## src/rtl/mips_pkg.sv

```systemverilog
// ============================================================================
// Module      : mips_pkg
// Description : Shared constants for the instruction-memory loader.
// Revision    : 1.0 - initial release
// ============================================================================
`default_nettype none

package mips_pkg;

    localparam int unsigned HDR_BYTES      = 2;
    localparam int unsigned BYTES_PER_WORD = 4;

    localparam logic [2:0] ST_IDLE   = 3'd0;
    localparam logic [2:0] ST_HDR_HI = 3'd1;
    localparam logic [2:0] ST_HDR_LO = 3'd2;
    localparam logic [2:0] ST_DATA   = 3'd3;
    localparam logic [2:0] ST_WRITE  = 3'd4;
    localparam logic [2:0] ST_DONE   = 3'd5;
    localparam logic [2:0] ST_ERR    = 3'd6;

endpackage

`default_nettype wire

```

## src/rtl/byte_packer.sv

```systemverilog
// ============================================================================
// Module      : byte_packer
// Description : Big-endian 4-byte shift register; full marks the 4th shift.
// Revision    : 1.0 - initial release
// ============================================================================
`default_nettype none

module byte_packer
    import mips_pkg::*;
(
    input  logic        clk,
    input  logic        rst_n,
    input  logic        shift_en_i,
    input  logic        clr_i,
    input  logic [7:0]  byte_i,
    output logic [31:0] word_o,
    output logic        full_o
);

    logic [1:0]  idx_q;
    logic [31:0] word_q;

    always_ff @(posedge clk or negedge rst_n) begin
        if (!rst_n) begin
            idx_q  <= 2'd0;
            word_q <= 32'd0;
        end else if (clr_i) begin
            idx_q  <= 2'd0;
        end else if (shift_en_i) begin
            word_q <= {word_q[23:0], byte_i};
            idx_q  <= idx_q + 2'd1;
        end
    end

    assign word_o = word_q;
    assign full_o = shift_en_i && (idx_q == 2'(BYTES_PER_WORD - 1));

endmodule

`default_nettype wire

```

## src/rtl/imem_loader.sv

```systemverilog
// ============================================================================
// Module      : imem_loader
// Description : Loads a length-prefixed byte stream into instruction memory
//               and holds the core in reset until the load completes.
// Revision    : 1.0 - initial release
// ============================================================================
`default_nettype none

module imem_loader
    import mips_pkg::*;
#(
    parameter int ADDR_W = 8
) (
    input  logic              clk,
    input  logic              rst_n,
    input  logic              start,
    input  logic [7:0]        byte_in,
    input  logic              byte_valid,
    output logic              byte_ready,
    output logic              imem_we,
    output logic [ADDR_W-1:0] imem_addr,
    output logic [31:0]       imem_wdata,
    output logic              cpu_rst_n,
    output logic              busy,
    output logic              done,
    output logic              err
);

    localparam logic [16:0] CAP = 17'(1) << ADDR_W;

    logic [2:0]        state_q, state_d;
    logic [15:0]       n_q, n_d;
    logic [ADDR_W-1:0] addr_q, addr_d;
    logic [ADDR_W:0]   cnt_q, cnt_d;
    logic [31:0]       wdata_q;
    logic              ready_q, ready_d;
    logic              we_q, we_d;
    logic              busy_q, busy_d;
    logic              done_q, done_d;
    logic              err_q, err_d;
    logic              cpu_rst_n_q, cpu_rst_n_d;

    logic              w_hs;
    logic [15:0]       w_n_full;
    logic              w_last;
    logic [31:0]       w_pk_word;
    logic              w_pk_full;

    assign w_hs     = byte_valid && ready_q;
    assign w_n_full = {n_q[15:8], byte_in};
    assign w_last   = (17'(cnt_q) + 17'd1) == {1'b0, n_q};

    byte_packer u_packer (
        .clk        (clk),
        .rst_n      (rst_n),
        .shift_en_i (w_hs && (state_q == ST_DATA)),
        .clr_i      (w_hs && (state_q == ST_HDR_LO)),
        .byte_i     (byte_in),
        .word_o     (w_pk_word),
        .full_o     (w_pk_full)
    );

    always_ff @(posedge clk or negedge rst_n) begin
        if (!rst_n) begin
            state_q     <= ST_IDLE;
            n_q         <= 16'd0;
            addr_q      <= '0;
            cnt_q       <= '0;
            wdata_q     <= 32'd0;
            ready_q     <= 1'b0;
            we_q        <= 1'b0;
            busy_q      <= 1'b0;
            done_q      <= 1'b0;
            err_q       <= 1'b0;
            cpu_rst_n_q <= 1'b0;
        end else begin
            state_q     <= state_d;
            n_q         <= n_d;
            addr_q      <= addr_d;
            cnt_q       <= cnt_d;
            if (state_q == ST_WRITE) begin
                wdata_q <= w_pk_word;
            end
            ready_q     <= ready_d;
            we_q        <= we_d;
            busy_q      <= busy_d;
            done_q      <= done_d;
            err_q       <= err_d;
            cpu_rst_n_q <= cpu_rst_n_d;
        end
    end

    always_comb begin
        state_d = state_q;
        n_d     = n_q;
        addr_d  = addr_q;
        cnt_d   = cnt_q;
        case (state_q)
            ST_IDLE, ST_DONE, ST_ERR: begin
                if (start) state_d = ST_HDR_HI;
            end
            ST_HDR_HI: begin
                if (w_hs) begin
                    n_d[15:8] = byte_in;
                    state_d   = ST_HDR_LO;
                end
            end
            ST_HDR_LO: begin
                if (w_hs) begin
                    n_d = w_n_full;
                    if (w_n_full == 16'd0) begin
                        state_d = ST_DONE;
                    end else if ({1'b0, w_n_full} > CAP) begin
                        state_d = ST_ERR;
                    end else begin
                        state_d = ST_DATA;
                        addr_d  = '0;
                        cnt_d   = '0;
                    end
                end
            end
            ST_DATA: begin
                if (w_pk_full) state_d = ST_WRITE;
            end
            ST_WRITE: begin
                // Address is not advanced past the final word, so it never wraps.
                if (w_last) begin
                    state_d = ST_DONE;
                end else begin
                    state_d = ST_DATA;
                    addr_d  = addr_q + ADDR_W'(1);
                    cnt_d   = cnt_q + (ADDR_W + 1)'(1);
                end
            end
            default: state_d = ST_IDLE;
        endcase
    end

    always_comb begin
        ready_d     = (state_d == ST_HDR_HI) || (state_d == ST_HDR_LO) || (state_d == ST_DATA);
        we_d        = (state_d == ST_WRITE);
        busy_d      = ready_d || we_d;
        done_d      = (state_d == ST_DONE);
        err_d       = (state_d == ST_ERR);
        cpu_rst_n_d = (state_d == ST_DONE);
    end

    assign byte_ready = ready_q;
    assign imem_we    = we_q;
    assign imem_addr  = addr_q;
    assign imem_wdata = we_q ? w_pk_word : wdata_q;
    assign cpu_rst_n  = cpu_rst_n_q;
    assign busy       = busy_q;
    assign done       = done_q;
    assign err        = err_q;

endmodule

`default_nettype wire

```

## config.mk

```make
export PLATFORM = sky130hd
export DESIGN_NAME = imem_loader
export DESIGN_NICKNAME = d
export VERILOG_FILES = /design/src/rtl/mips_pkg.sv /design/src/rtl/byte_packer.sv /design/src/rtl/imem_loader.sv
export SDC_FILE = /design/constraint.sdc
export NUM_CORES = 1
export LEC_CHECK = 0
export BUFFER_PORTS_ARGS = -buffer_cell sky130_fd_sc_hd__buf_2
export CAP_MARGIN = 0
export CORE_ASPECT_RATIO = 0.8
export CORE_MARGIN = 4
export CORE_UTILIZATION = 50
export CTS_CLUSTER_SIZE = 20
export DETAILED_ROUTE_END_ITERATION = 10
export PLACE_DENSITY = 0.66
export SYNTH_ARGS = -nofsm -noshare
export SYNTH_HDL_FRONTEND = slang
export SYNTH_SLANG_ARGS = --single-unit
```

## constraint.sdc

```tcl
create_clock -name clk -period 2.8 [get_ports clk]
set_input_delay 0 -clock clk [delete_from_list [all_inputs] [get_ports clk]]
set_output_delay 0 -clock clk [all_outputs]
set_load 0.05 [all_outputs]
```

==> qor.csv, run 1 <==
metric,value,unit
placed insts,658,
sequential share of power,38.2,%
FILL cells,846,
Yosys top cell by area,dfrtp_1,
Worst slew margin,38.6,%
TritonCTS clock tree,built,
Worst path slowest cell,or4_4,
Avg Synthesized Cell Area,10.7,µm²
WL final,10800,µm
Worst path most repeated cell,or4_4,
share of layout cells above drive strength 1,31.3,%
WL/cell,15.8,µm
"Arr. time, crit path",2.83,ns
final period utilization,92.9,%
Non-Filler Instances,682,
CP Depth,5,
PortBufs,57,
Worst Setup Start Kind,register,
clock skew,0.00756,ns
DR pass1 iterations,5,
gr usage total,19.3,%
Synth Warn #,0,
vias in the first global route,3770,
data required time of the critical path,3.02,ns
Net Sw Frac,41.5,%
die width,122,µm
Sw Pwr,0.00303,W
Least-Margin Pin Slew,0.920,ns
R2R Setup Slk,0.20,ns
worst skew pair latency,0.34,ns
met1 Usage GRT,29.5,%
r2r worst-path depth,5,
ys async rst share,100,%
area of the die,12000,µm²
Comb pwr share,42.3,%
via count,3740,
Synth Instances,484,
endpoint class of the critical path,register,
met2 usage,28.3,%
RSZ-0062 raised after global routing,false,
Critical Path Fanout Max,11,
worst hold margin,0.203,ns
clock-pin slew on the worst setup and hold paths,0.06,ns
clock power share,19.5,%
I/O pins,58,
largest net degree at the start of global routing,60,
Tmin final,2.60,ns
Max VDD drop,0.629,mV
vias per cell,5.48,
Layout area overhead,17.0,%
pwr/cell area,1210,nW/µm²
GRT busiest layer,met1,
diode count,0,
row count,32,
setup_tns,0,ns
NumNets Final,557,
gr ovfl total,0,
crit path cell chain,"or4_4, or4_4, or4_4, o21a_4, a211o_2",
first-pass GRT wire length,18800,µm
Final setup viols,0,
Reg-to-Reg End,cnt_q[8],
Placer Congestion,0.848,
Syn Std Cell Area,5150,µm²
Clock Sinks,107,
syn nets,499,
Routed Antenna Nets,0,
Int Power,0.00427,W
met3 usage,3.84,%
critical path type,reg2reg,
Num CTS Buffers,9,
Post-DP HPWL,7380,µm
Clock Path Buffers,2,
antenna violations before repair,0,
Critical Path End,cnt_q[8],
final hold vios,0,
DR iter-0 viols,304,
Synth cell types,54,
Max-cap violations,0,
worst min-delay path class,in2reg,
sequential area share after synthesis,51.9,%
worst r2r src,n_q[10],
Crit path max-delay family,simple AND/OR/NAND/NOR gates,
max incr delay on CP,0.59,ns
pins over their slew limit,0,
Bufs and invs on worst path,0,
#FFs+latches synth,107,
Layout Utilization,61.2,%
Fmax,384,MHz
Post-synth EDFFs,0,
status,"complete, no violations",
area of the core,9850,µm²
P_leak,2.96,nW
dominant cells by area after synthesis,"dfrtp_1, mux2_2, nand2_1",
DRC Markers,0,
Die Y,98.8,µm
crit path from,n_q[10],
ys flop type,dfrtp_1,
H-tree level count,3,
initial core utilization,52.3,%
CTS Root Cell,clkbuf_16,
share of the synthesized area in the top cell type,51.9,%
==> cell type report <==
type                            count  area (µm²)  share of cell area [%]
Clock buffer                       11         243                    4.02
Clock inverter                      4        98.8                    1.64
Timing Repair Buffer               78         493                    8.17
Sequential cell                   107        2680                    44.4
Inverter                            2        7.51                   0.124
Tap cell                          136         170                    2.82
Multi-Input combinational cell    344        2340                    38.8
==> logic make-up after synthesis <==
kind of cell	count (synthesis)	synth area share, %
adders and majority gates	3	0.728
xor gates and xnor gates	10	1.97
DFF	107	51.9
muxes	77	16.7
and+or+nand+nor	210	18.9
buffers and inverters	33	2.89
AOI/OAI and AO/OA	44	6.82
==> sequential cells by signal (all words and copies together) (netlist names), 2 cells and up <==
register         cells
cnt_q                9
imem_addr            8
n_q                 16
state_q              3
u_packer.idx_q       2
u_packer.word_o     32
wdata_q             32
==> cell usage after synthesis (3+ instances only) <==
| cell type | n |
|---|---|
| xnor2_1 | 5 |
| buf_1 | 7 |
| nand2b_1 | 5 |
| ha_1 | 3 |
| nand4_1 | 8 |
| a211o_1 | 7 |
| o31ai_1 | 5 |
| or3_1 | 3 |
| nor4_1 | 9 |
| o21ai_0 | 5 |
| xor2_1 | 4 |
| nor2_1 | 11 |
| nand3_1 | 6 |
| nand2_1 | 135 |
| and3_1 | 8 |
| dfrtp_1 | 107 |
| o22ai_1 | 3 |
| or4_4 | 3 |
| nor3_1 | 5 |
| a21oi_1 | 3 |
| mux2_2 | 74 |
| o211ai_1 | 5 |
| nor3b_1 | 3 |
| mux2i_1 | 3 |
| clkbuf_1 | 18 |
==> worst min-delay path by stage <==
| stage | endpoint | cells past startpoint | start |
|---|---|---|---|
| floorplan | busy | 0 | rst_n |
| finish | state_q[0] | 4 | start |
| global route | state_q[0] | 4 | start |
| CTS | state_q[0] | 4 | start |
| global placement | wdata_q[18] | 1 | rst_n |
| detailed placement | wdata_q[18] | 1 | rst_n |
==> per-layer routing <==
layer / part of all wire [%] / up-vias
met1: 51 / 1833
li1: - / 1819
met3: 4.5 / 11
met5: 0 / -
met2: 43 / 77
met4: 1.1 / 0
==> layout by cell type, fill, tap and decap left out, types with 3 or more instances in the layout <==
cell,n
nor2_1,11
buf_4,11
xnor2_1,5
dlygate4sd3_1,9
a211o_1,7
nor3_1,5
a21oi_1,3
o22ai_1,3
o21ai_0,5
mux2_2,74
or3_1,3
buf_2,56
nand4_1,8
clkbuf_16,9
xor2_1,4
dfrtp_1,107
o31ai_1,5
and3_1,8
nor4_1,9
nand3_1,5
bufinv_16,3
nand2b_1,5
or4_4,3
mux2i_1,3
nand2_1,135
o211ai_1,5
==> repair_timing <==
action | 4_1_cts | 5_1_grt
hold endpoints to repair | 72 | 0
endpoints found under the setup margin | 0 | 1
hold buffers | 9 | 0
buffers inserted | 0 | 0
gates resized for setup | 0 | 1
==> power groups by stage <==
stage                     Combinational [W]  Sequential [W]  Clock [W]
after detailed placement            0.00308         0.00282          0
final                               0.00308         0.00279    0.00143
after floorplan                     0.00226         0.00287          0
after global placement              0.00303         0.00278          0
after CTS                           0.00311         0.00279    0.00146
after global routing                0.00334         0.00290    0.00153
==> worst min-delay path: stages <==
cell	delay [ns]
buf_2	0.10
o21ai_0	0.08
o22ai_1	0.14
a211o_1	0.16
==> per-stage QoR <==
stage	instance area [µm²]	setup WS, ns	total power [W]
2_1_floorplan	5150	0.206	0.00512
5_1_grt	6030	0.0564	0.00778
3_5_place_dp	5600	0.156	0.00590
4_1_cts	6030	0.139	0.00736
3_3_place_gp	5600	0.233	0.00581
6_report	6030	0.198	0.00730
No activity file was read; power rests on OpenSTA's default activity.
==> run 2, diff against run 1 <==
==> constraint.sdc (replaced) <==
create_clock -name clk -period 2.8 [get_ports clk]
set_input_delay 0.28 -clock clk [delete_from_list [all_inputs] [get_ports clk]]
set_output_delay 0.28 -clock clk [all_outputs]
set_load 0.05 [all_outputs]
==> run 2 against run 1 <==
Effect of this change:
- power decreased by 0.49%
- maximum frequency decreased by 0.59%
- largest power group unchanged
- sequential cell count unchanged
- worst hold slack got worse by 0.0094 ns
- critical path depth unchanged
- first-iteration DRC count increased by 8.9%
- clock skew increased by 0.0020 ns
- clock-buffer cell count unchanged
==> qor.csv, run 2 (synthesis results as in run 1) <==
metric,value,unit
status,"complete, no violations",
clock skew,0.00960,ns
vias in the first global route,3634,
Clock Path Buffers,2,
row count,32,
Non-Filler Instances,676,
Fmax,382,MHz
Die Y,98.8,µm
Layout area overhead,15.3,%
pins over their slew limit,0,
Num CTS Buffers,9,
placed insts,659,
FILL cells,847,
DR pass1 iterations,4,
"commonest non-fill, non-tap cell in the layout",nand2_1,
Comb pwr share,42.4,%
endpoint class of the critical path,register,
diode count,0,
gr usage total,19.5,%
data required time of the critical path,3.03,ns
largest net degree at the start of global routing,56,
most frequent cells in the layout,"nand2_1, dfrtp_1, mux2_2",
Worst slew margin,34.5,%
via count,3729,
area of the core,9850,µm²
share of layout cells above drive strength 1,32.0,%
crit path from,n_q[10],
Clock Sinks,107,
NumNets Final,550,
TritonCTS clock tree,built,
Reg-to-Reg End,cnt_q[8],
Max-cap violations,0,
Routed Antenna Nets,0,
DR iter-0 viols,331,
P_leak,2.92,nW
worst skew pair latency,0.34,ns
I/O pins,58,
gr ovfl total,0,
Sw Pwr,0.00308,W
vias per cell,5.52,
Int Power,0.00418,W
critical path type,reg2reg,
Least-Margin Pin Slew,0.981,ns
Final setup viols,0,
pwr/cell area,1220,nW/µm²
DRC Markers,0,
PortBufs,57,
first-pass GRT wire length,18700,µm
H-tree level count,3,
Tmin final,2.62,ns
worst min-delay path class,in2reg,
r2r worst-path depth,5,
Placer Congestion,0.825,
Post-DP HPWL,7430,µm
Worst Setup Start Kind,register,
worst r2r src,n_q[10],
CTS Root Cell,clkbuf_16,
sequential share of power,38.6,%
RSZ-0062 raised after global routing,false,
Hold Crit Endpoint,n_q[7],
R2R Setup Slk,0.18,ns
clock power share,19.0,%
setup_tns,0,ns
WL/cell,16.5,µm
Hold Crit Start,byte_in[7],
final hold vios,0,
Critical Path Fanout Max,11,
antenna violations before repair,0,
initial core utilization,52.3,%
Max VDD drop,0.761,mV
"Arr. time, crit path",2.85,ns
clock-pin slew on the worst setup and hold paths,0.07,ns
Hold Path Depth,3,
Net Sw Frac,42.5,%
WL final,11200,µm
die width,122,µm
final period utilization,93.5,%
area of the die,12000,µm²
-- run 2: changes by cell type in the layout (fill, tap and decap cells not counted), sizes merged --
cell | previous run | this run
clkinvlp | 0 | 1
inv | 2 | 3
buf | 69 | 70
bufinv | 3 | 2
dlygate4sd3 | 9 | 1
-- run 2: critical path, stage by stage (launching register included) --
cell     delay (ns)
dfrtp_1        0.38
or4_4          0.55
or4_4          0.46
or4_4          0.60
o21a_4         0.19
a211o_2        0.33
-- run 2: what timing repair did --
item / CTS / global route
resized for setup: 0 / 1
setup buffers: 0 / 0
endpoints found under the hold margin: 6 / 0
endpoints found under the setup margin: 0 / 1
hold buffers: 1 / 0
-- run 2: per-stage QoR --
stage	hold WS (ns)	worst slack (ns)	cell area, µm²	utilization [%]	total power [W]
after floorplan	-0.0156	0.206	5150	-	0.00512
after global placement	0.359	0.233	5600	56.9	0.00580
after detailed placement	0.361	0.187	5600	56.9	0.00591
after CTS	0.179	0.154	5940	60.3	0.00732
after global routing	0.196	0.0545	5940	60.4	0.00771
final	0.194	0.183	5940	60.4	0.00726
-- run 2: power groups by stage --
stage          Sequential [W]  Clock (W)  Combinational (W)
3_3_place_gp          0.00278          0            0.00303
2_1_floorplan         0.00287          0            0.00226
6_report              0.00280    0.00138            0.00308
4_1_cts               0.00280    0.00141            0.00311
5_1_grt               0.00291    0.00147            0.00333
3_5_place_dp          0.00283          0            0.00308
-- run 2: area by class of cell --
cell class	count	area [µm²]	area share, %
Tap cell	136	170	2.86
Inverter	2	7.51	0.126
Sequential cell	107	2680	45.0
Clock buffer	11	243	4.08
Multi-Input combinational cell	344	2340	39.4
Clock inverter	5	85.1	1.43
Timing Repair Buffer	71	420	7.07
-- run 2: routing by layer --
| metal | up-vias | GRT usage, % | share of wire (%) |
|---|---|---|---|
| met5 | - | 0 | 0 |
| met4 | 0 | 5.00 | 0.56 |
| met3 | 4 | 4.07 | 5.7 |
| met2 | 88 | 28.8 | 46 |
| met1 | 1850 | 29.3 | 48 |
| li1 | 1787 | - | - |
-- run 2: how the worst max path moves through the flow --
stage / slack [ns] / endpoint
floorplan: 0.21 / cnt_q[2]
global placement: 0.23 / cnt_q[8]
detailed placement: 0.19 / imem_addr[5]
CTS: 0.15 / imem_addr[5]
global route: 0.05 / imem_addr[0]
finish: 0.18 / cnt_q[8]
